--- src/rtl/cla_addsub_pipe.sv ---
// cla_addsub_pipe: elastic pipelined add/sub, one carry-lookahead segment resolved per stage.
module cla_addsub_pipe #(
    parameter int WIDTH  = 32,
    parameter int STAGES = 4
) (
    input  logic             clk,
    input  logic             rst,
    input  logic             in_valid,
    output logic             in_ready,
    input  logic [WIDTH-1:0] a,
    input  logic [WIDTH-1:0] b,
    input  logic             cin,
    input  logic             op,
    output logic             out_valid,
    input  logic             out_ready,
    output logic [WIDTH-1:0] sum,
    output logic             cout,
    output logic             ovf,
    output logic             zero
);
    localparam int SEG = WIDTH / STAGES;
    logic [STAGES-1:0] vr, cr, zr, adv, nc, nz;
    logic [STAGES-1:0][WIDTH-1:0] ar, br, sr, na, nb, ns;
    logic [STAGES:0] vx, cx, zx;
    logic [STAGES:0][WIDTH-1:0] ax, bx, sx;
    logic [WIDTH-1:0] ta, tb, ts;
    logic c, t, p, nm, cm;
    // index 0 is the raw input beat, index k+1 is the register of stage k
    assign vx = {vr, in_valid};
    assign cx = {cr, cin ^ op};
    assign zx = {zr, 1'b1};
    assign ax = {ar, a};
    assign bx = {br, op ? ~b : b};
    assign sx = {sr, {WIDTH{1'b0}}};
    always_comb begin
        adv = '0;
        na = '0;
        nb = '0;
        ns = '0;
        nc = '0;
        nz = '0;
        ta = '0;
        tb = '0;
        ts = '0;
        c = 1'b0;
        t = 1'b0;
        p = 1'b0;
        nm = 1'b0;
        for (int k = 0; k < STAGES; k++) begin
            t = out_ready;
            for (int j = k; j < STAGES; j++) t = t | !vr[j];
            adv[k] = t;
            ta = ax[k];
            tb = bx[k];
            ts = sx[k];
            c = cx[k];
            // kill/generate sets the carry, propagate passes the one from below
            for (int j = 0; j < SEG; j++) begin
                p = ta[k*SEG+j] ^ tb[k*SEG+j];
                nm = c;
                ts[k*SEG+j] = p ^ c;
                c = p ? c : ta[k*SEG+j];
            end
            na[k] = ta;
            nb[k] = tb;
            ns[k] = ts;
            nc[k] = c;
            nz[k] = zx[k] && (ts[k*SEG +: SEG] == '0);
        end
    end
    always_ff @(posedge clk or posedge rst) begin
        if (rst) begin
            vr <= '0;
            ar <= '0;
            br <= '0;
            sr <= '0;
            cr <= '0;
            zr <= '0;
            cm <= 1'b0;
        end else begin
            for (int k = 0; k < STAGES; k++) begin
                if (adv[k]) begin
                    vr[k] <= vx[k];
                    if (vx[k]) begin
                        ar[k] <= na[k];
                        br[k] <= nb[k];
                        sr[k] <= ns[k];
                        cr[k] <= nc[k];
                        zr[k] <= nz[k];
                    end
                end
            end
            if (adv[STAGES-1] && vx[STAGES-1]) cm <= nm;
        end
    end
    assign in_ready  = adv[0] & ~rst;
    assign out_valid = vr[STAGES-1];
    assign sum       = sr[STAGES-1];
    assign cout      = cr[STAGES-1];
    assign zero      = zr[STAGES-1];
    assign ovf       = cm ^ cr[STAGES-1];
endmodule
--- config.mk ---
export PLATFORM = sky130hd
export DESIGN_NAME = cla_addsub_pipe
export DESIGN_NICKNAME = d
export VERILOG_FILES = /design/src/rtl/cla_addsub_pipe.sv
export SDC_FILE = /design/constraint.sdc
export NUM_CORES = 1
export LEC_CHECK = 0
export CAP_MARGIN = 30
export CORE_ASPECT_RATIO = 0.6
export CORE_MARGIN = 10
export CORE_UTILIZATION = 60
export DETAILED_ROUTE_END_ITERATION = 8
export PLACE_DENSITY_LB_ADDON = 0.08
export SLEW_MARGIN = 5
export SYNTH_ARGS = -nofsm -noshare
export SYNTH_HDL_FRONTEND = slang
export SYNTH_SLANG_ARGS = --single-unit
--- constraint.sdc ---
create_clock -name clk -period 13.55 [get_ports clk]
set_clock_uncertainty 0.05 [all_clocks]
set_input_delay 1.355 -clock clk [delete_from_list [all_inputs] [get_ports clk]]
set_output_delay 1.355 -clock clk [all_outputs]
set_load 0.1 [all_outputs]
==> summary.md <==
| Metric | Value |
|---|---|
| Register area share after synthesis | 53.5% |
| Synthesized instance count | 735 |
| Drt via density | 5.63 |
| IO buf count | 106 |
| Vias in the first global route | 6337 |
| Largest area contributor in the netlist | dfrtp_1 |
| Worst VDD drop | 160 uV |
| Cell variety after synth | 59 |
| Fmax achieved | 202 MHz |
| Cell Area, Synth | 8830 sq um |
| Layout Nets | 903 |
| Pwr per Cell Area | 233 nW/um^2 |
| Design Area, Final | 10700 sq um |
| Root Buffer | clkbuf_16 |
| DR pass1 iterations | 6 |
| Startpoint types | input port |
| Setup bufs post-CTS | 0 |
| Delay-heaviest family, CP | buffers and inverters |
| Width of the die | 177 microns |
| Latest clock arrival within the worst-skew pair | 420 ps |
| Num CTS Buffers | 17 |
| Layout cells sized above 1 | 22.7% |
| Critical Path AT | 3540 ps |
| Die area | 20100 sq um |
| Synthesized area per cell | 12.0 sq um |
| Worst slew pin tran | 1000 ps |
| Largest stage delay on the critical path | 1140 ps |
| Post-detail-place hpwl | 13300 microns |
| Synth area leaders | dfrtp_1 54%, mux2_2 17%, xnor2_1 6.3% |
| WL per Instance | 18.3 microns |
| Flops & latches, synth | 189 |
| Type of the most critical hold path | reg2reg |
| Area Overhead vs Synth | 20.9% |
| Hold-fix buffers, CTS | 0 |
| Num rows | 34 |
| Total Routed Length | 19000 microns |
| Max-slew headroom | 32.9% |
| RSZ-0062 raised after global routing | false |
| CP max stage cell | clkdlybuf4s50_1 |
| Area fraction of the dominant cell type after synthesis | 53.5% |
| Worst path buffer plus inverter count | 3 |
| Antenna violations before repair | 0 |
| Final WS setup | 8600 ps |
| Place WS | 8550 ps |
| Slew Viols, Final | 0 |
| Clk buf depth | 2 |
| Detailed Route Iter0 Violations | 527 |
| CTS tree | built |
| Vias after detailed routing | 5861 |
| Final period utilization | 36.5% |
| Setup TNS | 0 ps |
| Post-synth EDFFs | 0 |
| N_diodes | 0 |
| Syn_nets | 808 |
| Crit Path Class | in2out |
| Status | finished clean |
| Worst Setup End Kind | output pin |
| Post-Layout Cell Count | 1041 |
| Fin util | 73.8% |
| GRT Total Usage | 19.7% |
| Drt drc | 0 |
| Ys Warns | 0 |
| Total grt overflow | 0 |
| Worst-path cell chain | clkdlybuf4s50_1 -> clkinv_4 -> and2_1 -> clkdlybuf4s50_1 |
| # placed instances | 1009 |
| Minimum clock period | 4950 ps |
| Clock Sink Count | 189 |
| Critical path data required time | 12150 ps |
| Setup violations, final | 0 |
| Area post-placement | 10100 sq um |
| Initial Util | 61.1% |
| Pleak | 4.42 nW |
| Die Ht | 114 microns |
| Critical path fanouts, max | 53 |
| Max-Cap Viols | 0 |
| First-pass GRT wire length | 32100 microns |
| Post-CTS Resized | 0 |
| Core area | 14500 sq um |
| Most used cell, CP | clkdlybuf4s50_1 |
| Largest net degree at the start of global routing | 89 |
| ANT nets after route | 0 |
| Ports | 107 |
| Routability Congestion | 0.853 |
| Ys async rst share | 100% |
| H-tree levels | 4 |
| Prevailing post-synth register cell | dfrtp_1 |
| Worst-path clk slew | 70 ps |
| Final hold vios | 0 |
[kinds of logic after synthesis]
group / Yosys count / share of synthesized area (%)
buffers and inverters: 49 / 2.17
and+or+nand+nor: 136 / 7.22
adders and majority gates: 14 / 1.98
xor gates and xnor gates: 88 / 8.73
DFF: 189 / 53.5
muxes: 134 / 17.1
AOI/OAI and AO/OA: 125 / 9.28
[tightest hold or removal path, stage by stage, from the launching register on]
cell and delay (ps):
dfrtp_1 340, nand2_1 50, o21ai_0 60
[per-layer routing]
layer / wire length, microns / GRT usage [%] / up-vias
met2: 9530 / 33.4 / 131
met4: 148 / 5.41 / 0
met3: 851 / 4.09 / 15
met5: 0 / 0 / -
li1: - / - / 2762
met1: 8500 / 25.2 / 2953
[synth_stat cells, types with 6 or more instances]
| cell | n |
|---|---|
| a21oi_1 | 18 |
| and2_1 | 6 |
| buf_1 | 11 |
| clkbuf_1 | 20 |
| dfrtp_1 | 189 |
| inv_1 | 12 |
| maj3_1 | 7 |
| mux2_2 | 133 |
| nand2_1 | 63 |
| nand2b_1 | 6 |
| nand3_1 | 7 |
| nor2_1 | 22 |
| nor3_1 | 8 |
| o211ai_1 | 7 |
| o21ai_0 | 52 |
| xnor2_1 | 64 |
| xor2_1 | 24 |
[area by class of cell]
cell class                      count  area [sq um]
Sequential cell                   189          4730
Multi-Input combinational cell    497          3920
Fill cell                         980          3790
Timing Repair Buffer              113          1130
Clock buffer                       20           437
Tap cell                          198           248
Clock inverter                     12           158
Inverter                           12          50.0
[state kept, by name, indices dropped and copies added (netlist names), 4 cells and up]
signal,flops
ar,40
ta,8
tb,8
ns,48
br,40
zr,4
sum,32
cr,4
vr,4
[cells in the final DEF, fill, tap and decap left out, types with 4 or more instances in the layout]
cell type        netlist  routed
a21oi_1               18      18
a21o_1                 5       5
mux2_2               133     133
nor2b_1                5       5
o211ai_1               7       7
a211oi_1               5       5
nor3_1                 8       8
nand3_1                7       7
or2_2                  4       4
buf_4                  0       5
dfrtp_1              189     189
clkdlybuf4s50_1        0     105
inv_1                 12      11
nand2b_1               6       5
maj3_2                 4       4
nor2_1                22      22
xnor2_1               64      64
clkbuf_16              0      17
o21ai_0               52      52
maj3_1                 7       7
nand2_1               63      60
inv_6                  0       4
nand4_1                4       4
o31ai_1                5       5
xor2_1                24      24
and2_1                 6       6
[per-stage QoR]
| stage | hold WS (ps) | power [mW] |
|---|---|---|
| finish | 429 | 2.49 |
| detailed placement | 417 | 1.98 |
| floorplan | 390 | 1.71 |
| global route | 450 | 2.61 |
| global placement | 409 | 1.93 |
| CTS | 432 | 2.50 |
[worst paths after layout]
| check | from | to | slack (ps) | depth (start not counted) |
|---|---|---|---|---|
| worst max-delay path | rst | in_ready | 8600 | 4 |
| worst min-delay path | br[23] | br[23] | 430 | 2 |
| worst max register to register | cr[1] | zr[2] | 10140 | 12 |
| worst min register to register | br[23] | br[23] | 430 | 2 |
| max in group asynchronous | rst | ar[14] | 10950 | 3 |
| min in group asynchronous | rst | ar[30] | 1260 | 2 |
[report_power, final]
| group | internal (mW) | switching, mW |
|---|---|---|
| logic | 0.397 | 0.677 |
| clock network | 0.293 | 0.218 |
| registers | 0.757 | 0.146 |
| total | 1.45 | 1.04 |
Note: power is estimated with default switching activity, not from simulation.
